==> src/rtl/l2_cache_tag_update_pkg.sv <==
// Shared types and geometry for the L2 tag-update stage.
// Build option: L2_TAG_PERF_COUNTERS_EN adds hit/miss counters.
package l2_cache_tag_update_pkg;

  localparam int L2_NUM_WAYS   = 8;
  localparam int L2_NUM_SETS   = 256;
  localparam int L2_TAG_WIDTH  = 18;
  localparam int L2_LINE_BYTES = 64;

  localparam int L2_WAY_W  = $clog2(L2_NUM_WAYS);
  localparam int L2_SET_W  = $clog2(L2_NUM_SETS);
  localparam int L2_OFS_W  = $clog2(L2_LINE_BYTES);
  localparam int L2_ADDR_W = L2_TAG_WIDTH + L2_SET_W + L2_OFS_W;
  localparam int L2_LINE_W = L2_LINE_BYTES * 8;

  typedef enum logic [1:0] {
    PKT_LOAD     = 2'd0,
    PKT_STORE    = 2'd1,
    PKT_FLUSH    = 2'd2,
    PKT_PREFETCH = 2'd3
  } l2_pkt_type_t;

  typedef logic [L2_ADDR_W-1:0]    l2_addr_t;
  typedef logic [L2_TAG_WIDTH-1:0] l2_tag_t;
  typedef logic [L2_SET_W-1:0]     l2_set_idx_t;
  typedef logic [L2_WAY_W-1:0]     l2_way_idx_t;
  typedef logic [L2_LINE_W-1:0]    cache_line_data_t;

  typedef struct packed {
    logic         valid;
    l2_pkt_type_t packet_type;
    l2_addr_t     address;
  } l2req_packet_t;

  function automatic l2_tag_t addr_tag(
    input l2_addr_t a
  );
    return a[L2_ADDR_W-1 -: L2_TAG_WIDTH];
  endfunction

  function automatic l2_set_idx_t addr_set(
    input l2_addr_t a
  );
    return a[L2_OFS_W +: L2_SET_W];
  endfunction

endpackage

==> src/rtl/l2_cache_tag_update_sweep_fsm.sv <==
// Whole-cache invalidate sweep: walks every set once,
// yielding the update ports to any valid request.
module l2_sweep_fsm
  import l2_cache_tag_update_pkg::*;
#(
  parameter int NUM_SETS = L2_NUM_SETS,
  localparam int SET_W   = $clog2(NUM_SETS)
) (
  input  logic             clk,
  input  logic             reset,
  input  logic             sweep_start,
  input  logic             hold,
  output logic             sweep_wr,
  output logic [SET_W-1:0] sweep_set,
  output logic             sweep_busy,
  output logic             sweep_done
);

  typedef enum logic {
    S_IDLE  = 1'b0,
    S_SWEEP = 1'b1
  } sweep_state_t;

  localparam logic [SET_W-1:0] LAST = SET_W'(NUM_SETS - 1);

  sweep_state_t     state_q, state_d;
  logic [SET_W-1:0] cnt_q, cnt_d;
  logic             done_q, done_d;

  always_ff @(posedge clk or negedge reset) begin
    if (!reset) begin
      state_q <= S_IDLE;
      cnt_q   <= '0;
      done_q  <= 1'b0;
    end else begin
      state_q <= state_d;
      cnt_q   <= cnt_d;
      done_q  <= done_d;
    end
  end

  always_comb begin
    state_d = state_q;
    cnt_d   = cnt_q;
    done_d  = 1'b0;
    unique case (state_q)
      S_IDLE: begin
        if (sweep_start) begin
          state_d = S_SWEEP;
          cnt_d   = '0;
        end
      end
      S_SWEEP: begin
        if (!hold) begin
          if (cnt_q == LAST) begin
            state_d = S_IDLE;
            cnt_d   = '0;
            done_d  = 1'b1;
          end else begin
            cnt_d = cnt_q + 1'b1;
          end
        end
      end
      default: state_d = S_IDLE;
    endcase
  end

  always_comb begin
    sweep_busy = (state_q == S_SWEEP);
    sweep_wr   = sweep_busy && !hold;
    sweep_set  = cnt_q;
    sweep_done = done_q;
  end

endmodule

==> src/rtl/l2_cache_tag_update.sv <==
// L2 hit detection, tag/dirty/LRU update writer and update-stage register.
// Build option: L2_TAG_PERF_COUNTERS_EN adds perf_l2_hits/perf_l2_misses.
module l2_cache_tag_update
  import l2_cache_tag_update_pkg::*;
#(
  parameter int NUM_WAYS  = L2_NUM_WAYS,
  parameter int NUM_SETS  = L2_NUM_SETS,
  parameter int TAG_WIDTH = L2_TAG_WIDTH,
  localparam int WAY_W    = $clog2(NUM_WAYS),
  localparam int SET_W    = $clog2(NUM_SETS)
) (
  input  logic                               clk,
  input  logic                               reset,
  input  l2req_packet_t                      l2t_request,
  input  logic [NUM_WAYS-1:0]                l2t_valid,
  input  logic [NUM_WAYS-1:0][TAG_WIDTH-1:0] l2t_tag,
  input  logic [NUM_WAYS-1:0]                l2t_dirty,
  input  logic                               l2t_is_l2_fill,
  input  logic [WAY_W-1:0]                   l2t_fill_way,
  input  cache_line_data_t                   l2t_data_from_memory,
  input  logic                               sweep_start,
  output logic [NUM_WAYS-1:0]                l2r_update_tag_en,
  output logic [SET_W-1:0]                   l2r_update_tag_set,
  output logic                               l2r_update_tag_valid,
  output logic [TAG_WIDTH-1:0]               l2r_update_tag_value,
  output logic [NUM_WAYS-1:0]                l2r_update_dirty_en,
  output logic [SET_W-1:0]                   l2r_update_dirty_set,
  output logic                               l2r_update_dirty_value,
  output logic                               l2r_update_lru_en,
  output logic [WAY_W-1:0]                   l2r_update_lru_hit_way,
  output logic                               sweep_busy,
  output logic                               sweep_done,
`ifdef L2_TAG_PERF_COUNTERS_EN
  output logic [31:0]                        perf_l2_hits,
  output logic [31:0]                        perf_l2_misses,
`endif
  output l2req_packet_t                      l2u_request,
  output logic                               l2u_hit,
  output logic [WAY_W-1:0]                   l2u_hit_way,
  output logic                               l2u_is_l2_fill,
  output cache_line_data_t                   l2u_data_from_memory,
  output logic                               l2u_writeback_needed,
  output logic [TAG_WIDTH-1:0]               l2u_writeback_tag
);

  logic [TAG_WIDTH-1:0] req_tag;
  logic [SET_W-1:0]     req_set;
  logic [NUM_WAYS-1:0]  hit;
  logic [WAY_W-1:0]     hit_way;
  logic                 any_hit;
  logic                 is_store;
  logic                 fill_miss;
  logic                 wb_needed;
  logic                 sweep_wr;
  logic [SET_W-1:0]     sweep_set;

  assign req_tag  = addr_tag(l2t_request.address);
  assign req_set  = addr_set(l2t_request.address);
  assign is_store = (l2t_request.packet_type == PKT_STORE);

  always_comb begin
    hit = '0;
    for (int w = 0; w < NUM_WAYS; w++) begin
      hit[w] = l2t_request.valid && l2t_valid[w]
            && (l2t_tag[w] == req_tag);
    end
  end

  always_comb begin
    hit_way = '0;
    for (int w = 0; w < NUM_WAYS; w++) begin
      if (hit[w]) hit_way = hit_way | WAY_W'(w);
    end
  end

  assign any_hit   = |hit;
  assign fill_miss = l2t_request.valid && l2t_is_l2_fill && !any_hit;
  assign wb_needed = fill_miss && l2t_valid[l2t_fill_way]
                  && l2t_dirty[l2t_fill_way];

  l2_sweep_fsm #(
    .NUM_SETS (NUM_SETS)
  ) u_sweep (
    .clk         (clk),
    .reset       (reset),
    .sweep_start (sweep_start),
    .hold        (l2t_request.valid),
    .sweep_wr    (sweep_wr),
    .sweep_set   (sweep_set),
    .sweep_busy  (sweep_busy),
    .sweep_done  (sweep_done)
  );

  // Reset gates every enable so a stray request cannot write metadata.
  always_comb begin
    l2r_update_tag_en      = '0;
    l2r_update_tag_set     = req_set;
    l2r_update_tag_valid   = 1'b0;
    l2r_update_tag_value   = req_tag;
    l2r_update_dirty_en    = '0;
    l2r_update_dirty_set   = req_set;
    l2r_update_dirty_value = 1'b0;
    l2r_update_lru_en      = 1'b0;
    l2r_update_lru_hit_way = hit_way;
    if (reset) begin
      unique case (1'b1)
        any_hit: begin
          l2r_update_lru_en = 1'b1;
          if (is_store) begin
            l2r_update_dirty_en[hit_way] = 1'b1;
            l2r_update_dirty_value       = 1'b1;
          end
        end
        fill_miss: begin
          l2r_update_tag_en[l2t_fill_way]   = 1'b1;
          l2r_update_tag_valid              = 1'b1;
          l2r_update_dirty_en[l2t_fill_way] = 1'b1;
          l2r_update_dirty_value            = is_store;
          l2r_update_lru_en                 = 1'b1;
          l2r_update_lru_hit_way            = l2t_fill_way;
        end
        sweep_wr: begin
          l2r_update_tag_en    = '1;
          l2r_update_tag_set   = sweep_set;
          l2r_update_dirty_en  = '1;
          l2r_update_dirty_set = sweep_set;
        end
        default: ;
      endcase
    end
  end

  always_ff @(posedge clk or negedge reset) begin
    if (!reset) begin
      l2u_request          <= '0;
      l2u_hit              <= 1'b0;
      l2u_hit_way          <= '0;
      l2u_is_l2_fill       <= 1'b0;
      l2u_data_from_memory <= '0;
      l2u_writeback_needed <= 1'b0;
      l2u_writeback_tag    <= '0;
    end else begin
      l2u_request          <= l2t_request;
      l2u_hit              <= any_hit;
      l2u_hit_way          <= fill_miss ? l2t_fill_way : hit_way;
      l2u_is_l2_fill       <= l2t_is_l2_fill;
      l2u_data_from_memory <= l2t_data_from_memory;
      l2u_writeback_needed <= wb_needed;
      l2u_writeback_tag    <= l2t_tag[l2t_fill_way];
    end
  end

`ifdef L2_TAG_PERF_COUNTERS_EN
  always_ff @(posedge clk or negedge reset) begin
    if (!reset) begin
      perf_l2_hits   <= '0;
      perf_l2_misses <= '0;
    end else begin
      if (any_hit)
        perf_l2_hits <= perf_l2_hits + 32'd1;
      if (l2t_request.valid && !any_hit && !l2t_is_l2_fill)
        perf_l2_misses <= perf_l2_misses + 32'd1;
    end
  end
`endif

  a_onehot_hit: assert property (
    @(posedge clk) disable iff (!reset) $onehot0(hit)
  ) else $error("multiple L2 hit ways");

endmodule

==> config.mk <==
export PLATFORM = sky130hd
export DESIGN_NAME = l2_cache_tag_update
export DESIGN_NICKNAME = d
export VERILOG_FILES = /design/src/rtl/l2_cache_tag_update_pkg.sv /design/src/rtl/l2_cache_tag_update_sweep_fsm.sv /design/src/rtl/l2_cache_tag_update.sv
export SDC_FILE = /design/constraint.sdc
export NUM_CORES = 1
export LEC_CHECK = 0
export CAP_MARGIN = 20
export CORE_AREA = 2 2 525 527
export CTS_BUF_LIST = sky130_fd_sc_hd__clkbuf_4
export DETAILED_ROUTE_END_ITERATION = 10
export DIE_AREA = 0 0 527 529
export GPL_ROUTABILITY_DRIVEN = 0
export HOLD_SLACK_MARGIN = 0.1
export SYNTH_ARGS = -nofsm -noshare
export SYNTH_HDL_FRONTEND = slang
export SYNTH_HIERARCHICAL = 1
export SYNTH_SLANG_ARGS = --single-unit
==> constraint.sdc <==
create_clock -name clk -period 6.3 [get_ports clk]
set_input_delay 1.89 -clock clk [delete_from_list [all_inputs] [get_ports clk]]
set_output_delay 1.89 -clock clk [all_outputs]
set_load 0.005 [all_outputs]
==> results of run 1 <==
## power by group through the flow
| stage | logic, µW | registers, µW | clock network (µW) |
|---|---|---|---|
| 2_1_floorplan | 204 | 4110 | 0 |
| 3_3_place_gp | 1820 | 4090 | 0 |
| 3_5_place_dp | 1830 | 4100 | 0 |
| 4_1_cts | 1900 | 4030 | 4310 |
| 5_1_grt | 2020 | 4050 | 4470 |
| 6_report | 1910 | 4030 | 4030 |
## sequential cells by signal (all words and copies together) (netlist names)
name                  count
u_sweep/sweep_busy        1
l2u_writeback_needed      1
l2u_request              35
l2u_hit                   1
l2u_hit_way               3
l2u_data_from_memory    512
l2u_writeback_tag        18
u_sweep/sweep_set         8
u_sweep/sweep_done        1
l2u_is_l2_fill            1
## what timing repair did
action                                  CTS  global route
endpoints found under the setup margin   22            22
hold buffers                              0             0
pin swaps                                52            66
buffers inserted                         43            14
resized for setup                       283           126
gates cloned                              3             0
## final cells by class
cell class / count / area share
sequential: 581 / 0.3503
clock inverter: 67 / 0.007839
inverter: 3 / 0.0003316
multi-input combinational: 444 / 0.1077
antenna: 78 / 0.004703
clock buffer: 263 / 0.04758
tap: 3589 / 0.1082
timing repair buffer: 1552 / 0.3733
## layer usage
metal  part of all wire  routed length [µm]  vias up  GRT usage
li1                   -                   -     7261          -
met5             0.0011                 240        -  0.0005195
met3               0.17               38940      801     0.1157
met2               0.43               96060     1915     0.2381
met1               0.33               75240     8975     0.1531
met4              0.068               15450       36    0.08767
## worst register-to-register path: stages, from the launching register on
cell and delay [ns]:
dfrtp_1 0.43, ha_1 0.24, nand3_2 0.16, nor3_1 0.62, nor2_1 0.11
## worst max-delay path by stage
stage,startpoint,end,slack (ns)
CTS,l2t_request[24],l2r_update_dirty_en[5],-0.06
finish,l2t_valid[1],l2r_update_dirty_en[2],-0.09
global placement,l2t_request[24],l2r_update_dirty_en[4],-0.83
detailed placement,l2t_request[24],l2r_update_dirty_en[4],-1.01
global route,l2t_valid[1],l2r_update_dirty_en[2],-0.08
floorplan,l2t_request[23],l2r_update_lru_hit_way[0],0.41
## cell usage in the layout (no fill, tap or decap), types with 40 or more instances in the layout
| master | n |
|---|---|
| clkdlybuf4s50_1 | 1209 |
| dfrtp_1 | 581 |
| clkbuf_4 | 263 |
| buf_4 | 172 |
| diode_2 | 78 |
| a22oi_1 | 72 |
| xor2_1 | 60 |
| dlygate4sd2_1 | 41 |
| clkinv_1 | 40 |
## kinds of logic after synthesis
group / share of synthesized area
AOI/OAI and AO/OA: 0.04775
xor gates and xnor gates: 0.06926
adders and majority gates: 0.0006870
buffers and inverters: 0.02425
DFF: 0.7984
muxes: 0.006047
and+or+nand+nor: 0.05359
## stage by stage
step                      utilization  worst slack, ns  area, µm²  hold WS [ns]
after global placement         0.1366          -0.8285      37270        0.5383
final                          0.1521         -0.08717      41500        0.5763
after floorplan                     -           0.4070      18210        0.5231
after global routing           0.1518         -0.08342      41440        0.4490
after detailed placement       0.1366           -1.010      37270        0.5572
after CTS                      0.1494         -0.05975      40780        0.3752
==> run summary, run 1 <==
root buf cell = clkbuf_4
cell taking the most area after synthesis = dfrtp_1
Slew Viols, Final = 0
Iter 0 DRT Violations = 972
Leakage Power = 0.01646 µW
1st-pass router iterations = 6
Sw Ratio = 0.3133
final worst path period need = 6.387 ns
routed wire length = 225900 µm
Clock Skew = 0.01190 ns
outcome = finished, violations left
H-tree Lvls = 4
FF-to-FF setup slack = 4.60 ns
CTS Buffer Depth = 4
hold path start = u_sweep/sweep_set[2]
Worst Path Buf+Inv = 4
CP Data Required Time = 4.41 ns
Syn Nets = 1814
wire per inst = 34.35 µm
layout cells sized above 1 = 0.2405
violated checks = setup timing
Slowest-stage cell, CP = clkdlybuf4s50_1
fmax = 0.1566 GHz
fillcell total = 30260
crit path DAT = 4.50 ns
Yosys top cell area share = 0.7984
crit end category = output port
PwrDens = 240.1 nW/µm²
syn_area_per_cell = 16.57 µm²
Min-Delay Path Class = flip-flop to flip-flop
total track usage = 0.1563
RSZ-0062 raised after global routing = true
total grt overflow = 0
initial antenna violation count = 251
Inserted Clock Buffers = 195
critical path startpoint category = input port
WS Path Type = input port to output port
FF-to-FF path depth = 4
Via density = 2.887
Async S/R FF share, synth = 1.000
FP Rows = 192
top_reg_cell synth = dfrtp_1
Area contributors post-synth = dfrtp_1, xor2_1, a22oi_1
Max stage delay on crit path = 0.57 ns
peak supply drop = 123.2 µV
Placed Cells = 6120
top cells by count, synth = dfrtp_1, xor2_1, a22oi_1, xnor2_1
Post-Route Setup TNS = -0.4144 ns
sequential cell area = 14540 µm²
stages on the worst setup path = 11
Seq/Total Area, Yosys = 0.7984
final count of negative-setup-slack endpoints = 16
Slew HR = 0.3538
Worst Tran Pin Value = 0.9693 ns
clock network power share = 0.404
Initial Utilization = 0.06673
max-cap viol count = 0
Cell Area, Synth = 18210 µm²
Net Switching = 3122 µW
Design Power = 9966 µW
P_int = 6844 µW
DPL Wire Length = 196200 µm
Comb pwr share = 0.191
Netlist cell types = 50
most common cell in the synthesized netlist = dfrtp_1
clock transition at the registers of the reported paths = 0.06 ns
Layout area overhead = 127.9%
r2r startpoint = u_sweep/sweep_set[0]
DR vias = 18990
global-route wire length before repair = 267600 µm
CTS tree = yes
largest net degree at the start of global routing = 142
r2r endpoint = u_sweep/sweep_busy
hold path cells = 1
number of global-route vias before repair = 20410
Die H = 529 µm
IO Port Bufs = 1342
IO Pins = 1343
sequential share of power = 0.405
later-pin clock latency in the skew report = 1.17 ns
Seq cells post-synth = 581
final net count = 3492
Mapped Cells = 1099
multi-input logic area = 4471 µm²
Detail Route Antenna Nets = 0
Final period util = 1.014
drt drc = 0
endpoints failing hold = 0
YS warnings = 6
crit-path max FO = 5
final worst slack = -0.08717 ns
most frequent CP cell = buf_4
Top Family by Delay on Critical Path = simple AND/OR/NAND/NOR gates
Cell Chain, Critical Path = clkdlybuf4s50_1 > nand2_1 > nor4_4 > nand4_1 > o22a_4 > and4_4 > buf_4 > a31oi_4 > buf_4 > a21oi_4 > buf_12
Core Footprint = 272900 µm²
Hold Path End = u_sweep/sweep_set[2]
CTS sink count = 581
DIE AREA = 278800 µm²
DIE WIDTH = 527 µm
Post-Layout Cell Count = 6577
EDFF count, synth = 0
No activity file was read; power rests on OpenSTA's default activity.
==> run 2: changes to the inputs <==
--- a/config.mk
+++ b/config.mk
@@ -8,6 +8,7 @@
 export CAP_MARGIN = 20
 export CORE_AREA = 2 2 525 527
 export CTS_BUF_LIST = sky130_fd_sc_hd__clkbuf_4
+export CTS_CLUSTER_SIZE = 28
 export DETAILED_ROUTE_END_ITERATION = 10
 export DIE_AREA = 0 0 527 529
 export GPL_ROUTABILITY_DRIVEN = 0
==> results of run 2 <==
No change in the layout: final DEF, timing and power equal those of run 1.
==> run 3: changes to the inputs <==
--- a/config.mk
+++ b/config.mk
@@ -12,7 +12,7 @@
 export DETAILED_ROUTE_END_ITERATION = 10
 export DIE_AREA = 0 0 527 529
 export GPL_ROUTABILITY_DRIVEN = 0
-export HOLD_SLACK_MARGIN = 0.1
+export HOLD_SLACK_MARGIN = 0.06
 export SYNTH_ARGS = -nofsm -noshare
 export SYNTH_HDL_FRONTEND = slang
 export SYNTH_HIERARCHICAL = 1
==> results of run 3 <==
No change in the layout: final DEF, timing and power equal those of run 1.
